`config.mk`:
```
export PLATFORM = sky130hd
export DESIGN_NAME = fmul_arbiter
export DESIGN_NICKNAME = d
export VERILOG_FILES = /design/src/rtl/fmul_arbiter.sv
export SDC_FILE = /design/constraint.sdc
export NUM_CORES = 1
export LEC_CHECK = 0
export ABC_AREA = 1
export BUFFER_PORTS_ARGS = -buffer_cell sky130_fd_sc_hd__buf_2
export CORE_AREA = 2 2 160 162
export DETAILED_ROUTE_END_ITERATION = 8
export DIE_AREA = 0 0 162 164
export SLEW_MARGIN = 20
export SYNTH_ARGS = -nofsm -noshare
export SYNTH_HDL_FRONTEND = slang
export SYNTH_SLANG_ARGS = --single-unit
```
`constraint.sdc`:
```
create_clock -name clk -period 6.79 [get_ports clk]
set_clock_uncertainty 0.1 [all_clocks]
set_input_delay 0.3395 -clock clk [delete_from_list [all_inputs] [get_ports clk]]
set_output_delay 0.3395 -clock clk [all_outputs]
set_load 0.01 [all_outputs]
```
`src/rtl/fmul_arbiter.sv`:
```
// Round-robin arbiter sharing one multi-cycle fmul unit between NREQ requesters.
// Optional per-requester sticky flag accumulation under `FMUL_ARB_STICKY_EN`.
//
// state | meaning
// IDLE  | searching for a requester from rr_ptr, accept one operand pair
// ISSUE | mul_req pulse, operands already registered
// WAIT  | counting fmul latency, capture result on last count
// DONE  | response held until accepted
module fmul_arbiter #(
  parameter int NREQ = 4,
  parameter int IDW  = 2,
  parameter int LAT  = 6
) (
  input  logic                 clk,
  input  logic                 reset,
  input  logic [NREQ-1:0]      req_valid,
  output logic [NREQ-1:0]      req_ready,
  input  logic [NREQ*32-1:0]   req_x,
  input  logic [NREQ*32-1:0]   req_y,
  output logic                 mul_req,
  output logic [31:0]          mul_x,
  output logic [31:0]          mul_y,
  input  logic [31:0]          mul_rslt,
  input  logic [4:0]           mul_flag,
  output logic                 rsp_valid,
  input  logic                 rsp_ready,
  output logic [IDW-1:0]       rsp_id,
  output logic [31:0]          rsp_rslt,
  output logic [4:0]           rsp_flag
`ifdef FMUL_ARB_STICKY_EN
  ,
  input  logic [NREQ-1:0]      sticky_clr,
  output logic [NREQ*5-1:0]    sticky_flag
`endif
);

  localparam int CW = $clog2(LAT + 1);
  localparam logic [IDW:0]  NREQ_W   = (IDW+1)'(NREQ);
  localparam logic [CW-1:0] CNT_LAST = CW'(LAT - 1);

  typedef enum logic [1:0] {IDLE, ISSUE, WAIT, DONE} state_t;

  state_t          state_q, state_d;
  logic [IDW-1:0]  rr_ptr_q, rr_ptr_d;
  logic [CW-1:0]   cnt_q, cnt_d;
  logic [31:0]     mul_x_q, mul_x_d, mul_y_q, mul_y_d;
  logic [IDW-1:0]  rsp_id_q, rsp_id_d;
  logic [31:0]     rsp_rslt_q, rsp_rslt_d;
  logic [4:0]      rsp_flag_q, rsp_flag_d;

  logic            grant_found;
  logic [IDW-1:0]  grant_id;
  logic [IDW:0]    idx_w;
  logic [31:0]     sel_x, sel_y;

  // Rotating priority search starting at rr_ptr.
  always_comb begin
    grant_found = 1'b0;
    grant_id    = '0;
    idx_w       = '0;
    for (int k = 0; k < NREQ; k++) begin
      idx_w = {1'b0, rr_ptr_q} + (IDW+1)'(k);
      if (idx_w >= NREQ_W) idx_w = idx_w - NREQ_W;
      if (!grant_found && req_valid[idx_w[IDW-1:0]]) begin
        grant_found = 1'b1;
        grant_id    = idx_w[IDW-1:0];
      end
    end
  end

  // req_ready is masked by reset because the state register is forced to IDLE there.
  always_comb begin
    sel_x     = '0;
    sel_y     = '0;
    req_ready = '0;
    for (int i = 0; i < NREQ; i++) begin
      if (grant_id == IDW'(i)) begin
        sel_x = req_x[i*32 +: 32];
        sel_y = req_y[i*32 +: 32];
      end
      if (reset && (state_q == IDLE) && grant_found)
        req_ready[i] = (grant_id == IDW'(i));
    end
  end

  always_comb begin
    state_d    = state_q;
    rr_ptr_d   = rr_ptr_q;
    cnt_d      = cnt_q;
    mul_x_d    = mul_x_q;
    mul_y_d    = mul_y_q;
    rsp_id_d   = rsp_id_q;
    rsp_rslt_d = rsp_rslt_q;
    rsp_flag_d = rsp_flag_q;
    case (state_q)
      IDLE: begin
        if (grant_found) begin
          mul_x_d  = sel_x;
          mul_y_d  = sel_y;
          rsp_id_d = grant_id;
          rr_ptr_d = (grant_id == IDW'(NREQ - 1)) ? '0 : grant_id + IDW'(1);
          state_d  = ISSUE;
        end
      end
      ISSUE: begin
        cnt_d   = '0;
        state_d = WAIT;
      end
      WAIT: begin
        cnt_d = cnt_q + CW'(1);
        if (cnt_q == CNT_LAST) begin
          rsp_rslt_d = mul_rslt;
          rsp_flag_d = mul_flag;
          state_d    = DONE;
        end
      end
      DONE: begin
        if (rsp_ready) state_d = IDLE;
      end
      default: state_d = IDLE;
    endcase
  end

  always_ff @(posedge clk or negedge reset) begin
    if (!reset) begin
      state_q    <= IDLE;
      rr_ptr_q   <= '0;
      cnt_q      <= '0;
      mul_x_q    <= '0;
      mul_y_q    <= '0;
      rsp_id_q   <= '0;
      rsp_rslt_q <= '0;
      rsp_flag_q <= '0;
    end else begin
      state_q    <= state_d;
      rr_ptr_q   <= rr_ptr_d;
      cnt_q      <= cnt_d;
      mul_x_q    <= mul_x_d;
      mul_y_q    <= mul_y_d;
      rsp_id_q   <= rsp_id_d;
      rsp_rslt_q <= rsp_rslt_d;
      rsp_flag_q <= rsp_flag_d;
    end
  end

  assign mul_req   = (state_q == ISSUE);
  assign mul_x     = mul_x_q;
  assign mul_y     = mul_y_q;
  assign rsp_valid = (state_q == DONE);
  assign rsp_id    = rsp_id_q;
  assign rsp_rslt  = rsp_rslt_q;
  assign rsp_flag  = rsp_flag_q;

`ifdef FMUL_ARB_STICKY_EN
  logic [NREQ*5-1:0] sticky_q, sticky_d;

  // Clear first so a same-cycle clear and accumulate leaves just the new flags.
  always_comb begin
    sticky_d = sticky_q;
    for (int i = 0; i < NREQ; i++) begin
      if (sticky_clr[i]) sticky_d[i*5 +: 5] = '0;
      if ((state_q == DONE) && rsp_ready && (rsp_id_q == IDW'(i)))
        sticky_d[i*5 +: 5] = sticky_d[i*5 +: 5] | rsp_flag_q;
    end
  end

  always_ff @(posedge clk or negedge reset) begin
    if (!reset) sticky_q <= '0;
    else        sticky_q <= sticky_d;
  end

  assign sticky_flag = sticky_q;
`endif

endmodule
```
==> reports/qor.txt, run 1 <==
Post-synth EDFFs - 0
top post-synthesis cells by count - nand2_1 (430), dfrtp_1 (110), o21ai_0 (110)
first-pass GRT wire length - 35.9 mm
RSZ-0062 raised after global routing - false
Clk Latency, worst-skew pair - 350 ps
Row Count - 58
Clock Path Buffers - 2
post-synth top area share - 0.427
yosys warns - 0
clock slew at reported path FFs - 90 ps
vias - 7304
Die W - 162 µm
Final GP Congestion - 0.869
Yosys cell types - 25
H-tree Lvls - 3
Post-Synth Adder-Cell Area - 0.0213
Critical Path RT - 6350 ps
initial core utilization - 0.260
crit path time final - 3830 ps
via/cell ratio - 4.57
total global-route track usage - 0.172
Post-Route WL - 24.1 mm
mux cell area share after synthesis - 0.0646
io pins - 409
most used cell, CP - nand2_1
Core ar. - 24800 µm²
largest net degree at the start of global routing - 70
antenna cells - 0
Hold Path Origin - mul_rslt[0]
pwr/cell area - 661 nW/µm²
Yosys top cell by area - dfrtp_1
simple-gate share of the synthesized area - 0.274
Finish-stage setup viols - 0
clock sinks - 110
R2R depth - 18
cell with the most instances after synthesis - nand2_1
worst-margin pin slew - 936 ps
WP buf/inv - 5
Max Slew Vio Count - 0
First DRT Iteration DRCs - 443
WHS Endpoint - rsp_rslt[0]$_DFFE_PN0P_
worst reg-to-reg setup slack - 3040 ps
worst min-delay path class - in -> reg
vias in the first global route - 6949
IO buf count - 408
reg2reg end - mul_x[5]$_DFFE_PN0P_
CTS tree - yes
synthesized cell area - 6450 µm²
Initial DRT Pass Iterations - 5
Routed WL per cell - 15.1 µm
die area - 26600 µm²
final hold vios - 0
GRT overflow - 0
CP endpoint kind - output pin
crit path launch type - flip-flop
Worst path max stage delay - 610 ps
Worst VDD drop - 517 µV
top cells by area, synth - dfrtp_1 (43%), nand2_1 (25%), o21ai_0 (8.5%), mux2_2 (6.5%), a21oi_1 (5.2%)
synthesized area per cell - 7.19 µm²
Die H - 164 µm
initial antenna violation count - 0
critical path depth - 15
crit-path cells - inv_4 -> nand2_1 -> nand2_1 -> nand2_2 -> nand2_2 -> nor2_4 -> nand3_1 -> nand3_1 -> nand2_1 -> inv_1 -> ha_4 -> buf_4 -> inv_1 -> nor2_1 -> buf_2
CP max-delay cell - buf_4
setup bufs post-CTS - 0
# DRC - 0
worst-path maximum fanout - 69
f_max - 261 MHz
Compound-Gate Fraction of Synth Area - 0.155
layout cells sized above 1 - 0.381
Mapped Nets - 1208
Resize count post-CTS - 0
critical path's top delay family - buffers and inverters
critical path class - reg -> out
Primary FF master, synth - dfrtp_1
Worst Path Arrival - 3390 ps
clock buffer count from CTS - 9
maxcap violations - 0
Synth Instances - 897
outcome - finished, final reports clean
R2R Path Start - rr_ptr_q[0]$_DFFE_PN0P_
Synth Area in XOR/XNOR - 0.00136
main combinational cell family by area after synthesis - simple AND/OR/NAND/NOR gates
Root Buffer - clkbuf_16
Rel. slew slack - 0.376
worst hold path depth - 2
Final ANT Viol Nets - 0
part of the cycle the worst path needs - 0.565
Area growth syn-to-layout - 39.8%
hpwl dp - 17.3 mm
Nets - 1576
post-synthesis sequential area ratio - 0.427
cell leakage power - 4.97 nW
Tot Pwr - 5.95 mW
ys async rst share - 1.00
Critical Path Source - rr_ptr_q[0]$_DFFE_PN0P_
setup TNS - 0 ps
Yosys reg bits - 110
layer usage:
| metal | global-route usage | routed length (µm) | vias up |
|---|---|---|---|
| met1 | 0.201 | 9840 | 3317 |
| met3 | 0.0414 | 1990 | 20 |
| li1 | - | - | 3627 |
| met5 | 0 | 0 | - |
| met4 | 0.0442 | 391 | 0 |
| met2 | 0.315 | 11900 | 340 |
final cells by class:
cell class / count / area [µm²]
tap: 330 / 413
clock buffer: 9 / 225
clock inverter: 7 / 67.6
fill: 2640 / 15800
inverter: 24 / 92.6
sequential: 110 / 2750
multi-input combinational: 704 / 3350
timing repair buffer: 416 / 2110
report_power, final:
part | leakage (nW) | internal [mW] | switching (mW) | total, mW
Combinational | 3.46 | 1.44 | 2.82 | 4.27
Clock | 0.145 | 0.259 | 0.277 | 0.536
Sequential | 1.36 | 0.987 | 0.163 | 1.15
through the flow:
stage	cells	area, µm²	utilization	setup slack, ps	hold WS, ps
after global placement	1583	8710	0.351	3170	288
after CTS	1600	9010	0.363	2870	91.0
after global routing	1600	9010	0.363	2460	91.5
final	1600	9010	0.363	2960	114
after detailed placement	1583	8710	0.351	3070	297
after floorplan	897	6450	-	4090	-56.1
worst max path at each step:
stage,to
detailed placement,mul_x[5]$_DFFE_PN0P_
global route,req_ready[3]
global placement,mul_x[5]$_DFFE_PN0P_
finish,req_ready[3]
floorplan,mul_x[8]$_DFFE_PN0P_
CTS,req_ready[3]
flip-flops by register name, summed over array words and instances, names as in the netlist:
name	flops
mul_x	32
mul_y	32
rsp_rslt	32
rsp_flag	5
cnt_q	3
rr_ptr_q	2
rsp_id	2
state_q	2
worst register-to-register path, cell delays in order (launching register included):
cell	delay [ps]
dfrtp_1	540
inv_4	90
nand2_1	80
nand2_1	100
nand2_2	80
nand2_2	70
nor2_4	130
nand3_2	110
nand3_1	180
inv_1	110
ha_2	220
nor2_4	670
buf_4	490
nand2_1	120
nand2_1	70
o21ai_0	160
o21ai_1	200
nand2_1	70
nand2_1	80
placed cells by master, fill, tap and decap left out:
cell type / instances
xor2_1: 1
clkinv_2: 1
nand2_2: 2
or2_2: 1
nand3_2: 2
o21ai_1: 21
nand2_1: 430
o21ai_0: 110
ha_4: 1
ha_1: 8
nand4_1: 4
buf_4: 8
nand2_4: 1
nor2_4: 2
inv_2: 4
dlygate4sd3_1: 1
nand3_1: 10
buf_2: 407
dfrtp_1: 110
inv_1: 19
inv_4: 1
clkbuf_16: 9
nor2_1: 4
a21oi_1: 67
inv_8: 1
clkinv_8: 1
ha_2: 2
o22ai_1: 1
clkinv_4: 2
mux2_2: 37
inv_6: 2
kinds of logic after synthesis:
family	Yosys count
AO/OA/AOI/OAI	199
XOR/XNOR	1
adder cells (fa/ha/maj)	11
buffers and inverters	83
flip-flops	110
multiplexers	37
AND/OR/NAND/NOR	456
timing repair:
item,CTS,global route
hold buffers,1,0
endpoints found under the setup margin,0,0
hold endpoints to repair,42,0
(Power assumes the default switching activity.)
==> run 2, diff against run 1 <==
--- a/config.mk
+++ b/config.mk
@@ -7,9 +7,9 @@
 export LEC_CHECK = 0
 export ABC_AREA = 1
 export BUFFER_PORTS_ARGS = -buffer_cell sky130_fd_sc_hd__buf_2
-export CORE_AREA = 2 2 160 162
+export CORE_AREA = 2 2 157 159
 export DETAILED_ROUTE_END_ITERATION = 8
-export DIE_AREA = 0 0 162 164
+export DIE_AREA = 0 0 159 161
 export SLEW_MARGIN = 20
 export SYNTH_ARGS = -nofsm -noshare
 export SYNTH_HDL_FRONTEND = slang
==> constraint.sdc (replaced) <==
create_clock -name clk -period 3.52 [get_ports clk]
set_clock_uncertainty 0.1 [all_clocks]
set_input_delay 0.176 -clock clk [delete_from_list [all_inputs] [get_ports clk]]
set_output_delay 0.176 -clock clk [all_outputs]
set_load 0.01 [all_outputs]
==> reports/qor.txt, run 2 (synthesis gave the netlist of run 1 again) <==
GRT overflow - 0
critical path class - reg -> out
layout cells sized above 1 - 0.373
io pins - 409
vias in the first global route - 7443
Routed WL per cell - 15.2 µm
worst min-delay path class - in -> reg
largest net degree at the start of global routing - 111
setup TNS - 0 ps
Clk Latency, worst-skew pair - 360 ps
initial antenna violation count - 1
top routing layer used - met5
pwr/cell area - 1230 nW/µm²
First DRT Iteration DRCs - 347
maxcap violations - 0
via/cell ratio - 4.57
met1 wire length - 10.2 mm
met3 wire len - 1.71 mm
Critical Path RT - 3240 ps
Worst Path Arrival - 2890 ps
hpwl dp - 18.4 mm
vias - 7480
Finish-stage setup viols - 0
Die W - 159 µm
part of the cycle the worst path needs - 0.899
clock sinks - 110
crit path time final - 3160 ps
clock buffer count from CTS - 9
die area - 25600 µm²
Initial DRT Pass Iterations - 4
commonest non-fill, non-tap cell in the layout - nand2_1
initial core utilization - 0.269
worst-path maximum fanout - 33
Max Slew Vio Count - 0
Die H - 161 µm
f_max - 316 MHz
Tot Pwr - 11.7 mW
clock slew at reported path FFs - 80 ps
Row Count - 57
Final ANT Viol Nets - 0
final hold vios - 0
total global-route track usage - 0.191
# DRC - 0
Core ar. - 24000 µm²
Final GP Congestion - 0.823
Nets - 1620
IO buf count - 408
wire length on met2 - 12.4 mm
cell leakage power - 5.18 nW
Clock Path Buffers - 2
first-pass GRT wire length - 39.2 mm
CTS tree - yes
RSZ-0062 raised after global routing - false
H-tree Lvls - 3
Worst VDD drop - 699 µV
antenna cells - 0
CP endpoint kind - output pin
most frequent cells in the layout - nand2_1 (430), buf_2 (407), o21ai_0 (110), dfrtp_1 (110), a21oi_1 (67)
Root Buffer - clkbuf_16
worst-margin pin slew - 935 ps
Rel. slew slack - 0.376
outcome - finished, final reports clean
Post-Route WL - 24.9 mm
Area growth syn-to-layout - 47.3%
crit path launch type - flip-flop
-- run 2: cell types whose count changed in the layout (fill, tap and decap cells not counted), sizes merged --
cell         before  now
buf             415  422
bufinv            0    1
clkbuf            9   10
clkinv            4    3
dlygate4sd3       1   38
inv              27   26
-- run 2: layout make-up --
class,instances,area (µm²)
flip-flops and latches,110,2750
clock inverters,6,78.8
clock buffers,10,229
well taps,324,405
repair buffers,460,2580
inverters,24,92.6
fillers,2513,14500
multi-input cells,704,3350
-- run 2: path summary, 6_finish.rpt --
path	end	slack (ps)	from	cells past startpoint
worst max-delay path	req_ready[1]	360	rr_ptr_q[0]$_DFFE_PN0P_	16
worst min-delay path	mul_x[19]$_DFFE_PN0P_	20	req_x[115]	5
worst max register to register	mul_y[1]$_DFFE_PN0P_	370	rr_ptr_q[0]$_DFFE_PN0P_	17
worst min register to register	mul_y[18]$_DFFE_PN0P_	380	mul_y[18]$_DFFE_PN0P_	2
max in group asynchronous	mul_y[4]$_DFFE_PN0P_	2470	reset	3
min in group asynchronous	rsp_rslt[6]$_DFFE_PN0P_	390	reset	3
-- run 2: worst max-delay path, cell delays in order, from the launching register on --
cell and delay [ps]:
dfrtp_1 490, inv_4 120, nand2_1 50, nand2_1 110, nand2_2 70, nand2_2 100
inv_1 50, nand2_1 70, nand2_1 50, nand2_1 70, nand3_1 140, inv_1 160
ha_2 370, buf_6 330, inv_1 80, nor2_1 110, buf_2 140
-- run 2: power by group --
| group | internal (mW) | switching (mW) | leakage (nW) |
|---|---|---|---|
| Sequential | 1.91 | 0.330 | 1.36 |
| Combinational | 3.01 | 5.34 | 3.67 |
| Clock | 0.568 | 0.510 | 0.151 |
-- run 2: repair_timing --
item                                    in CTS  in global routing
endpoints found under the setup margin       0                  1
gates resized for setup                      0                  1
buffers inserted                             0                  0
endpoints found under the hold margin      147                  0
hold buffers                                38                  0
-- run 2: metrics by stage --
stage	std cells	util	hold WS (ps)	setup WS, ps	area, µm²
3_3_place_gp	1584	0.367	246	429	8800
4_1_cts	1638	0.396	2.38	239	9490
5_1_grt	1638	0.396	26.5	40.9	9500
3_5_place_dp	1584	0.367	251	383	8800
6_report	1638	0.396	24.1	356	9500
2_1_floorplan	897	-	-220	818	6450
-- run 2: layer usage --
| layer | up-vias | track usage |
|---|---|---|
| met1 | 3399 | 0.227 |
| met3 | 35 | 0.0406 |
| li1 | 3723 | - |
| met4 | 2 | 0.0636 |
| met2 | 321 | 0.344 |
| met5 | - | 0 |
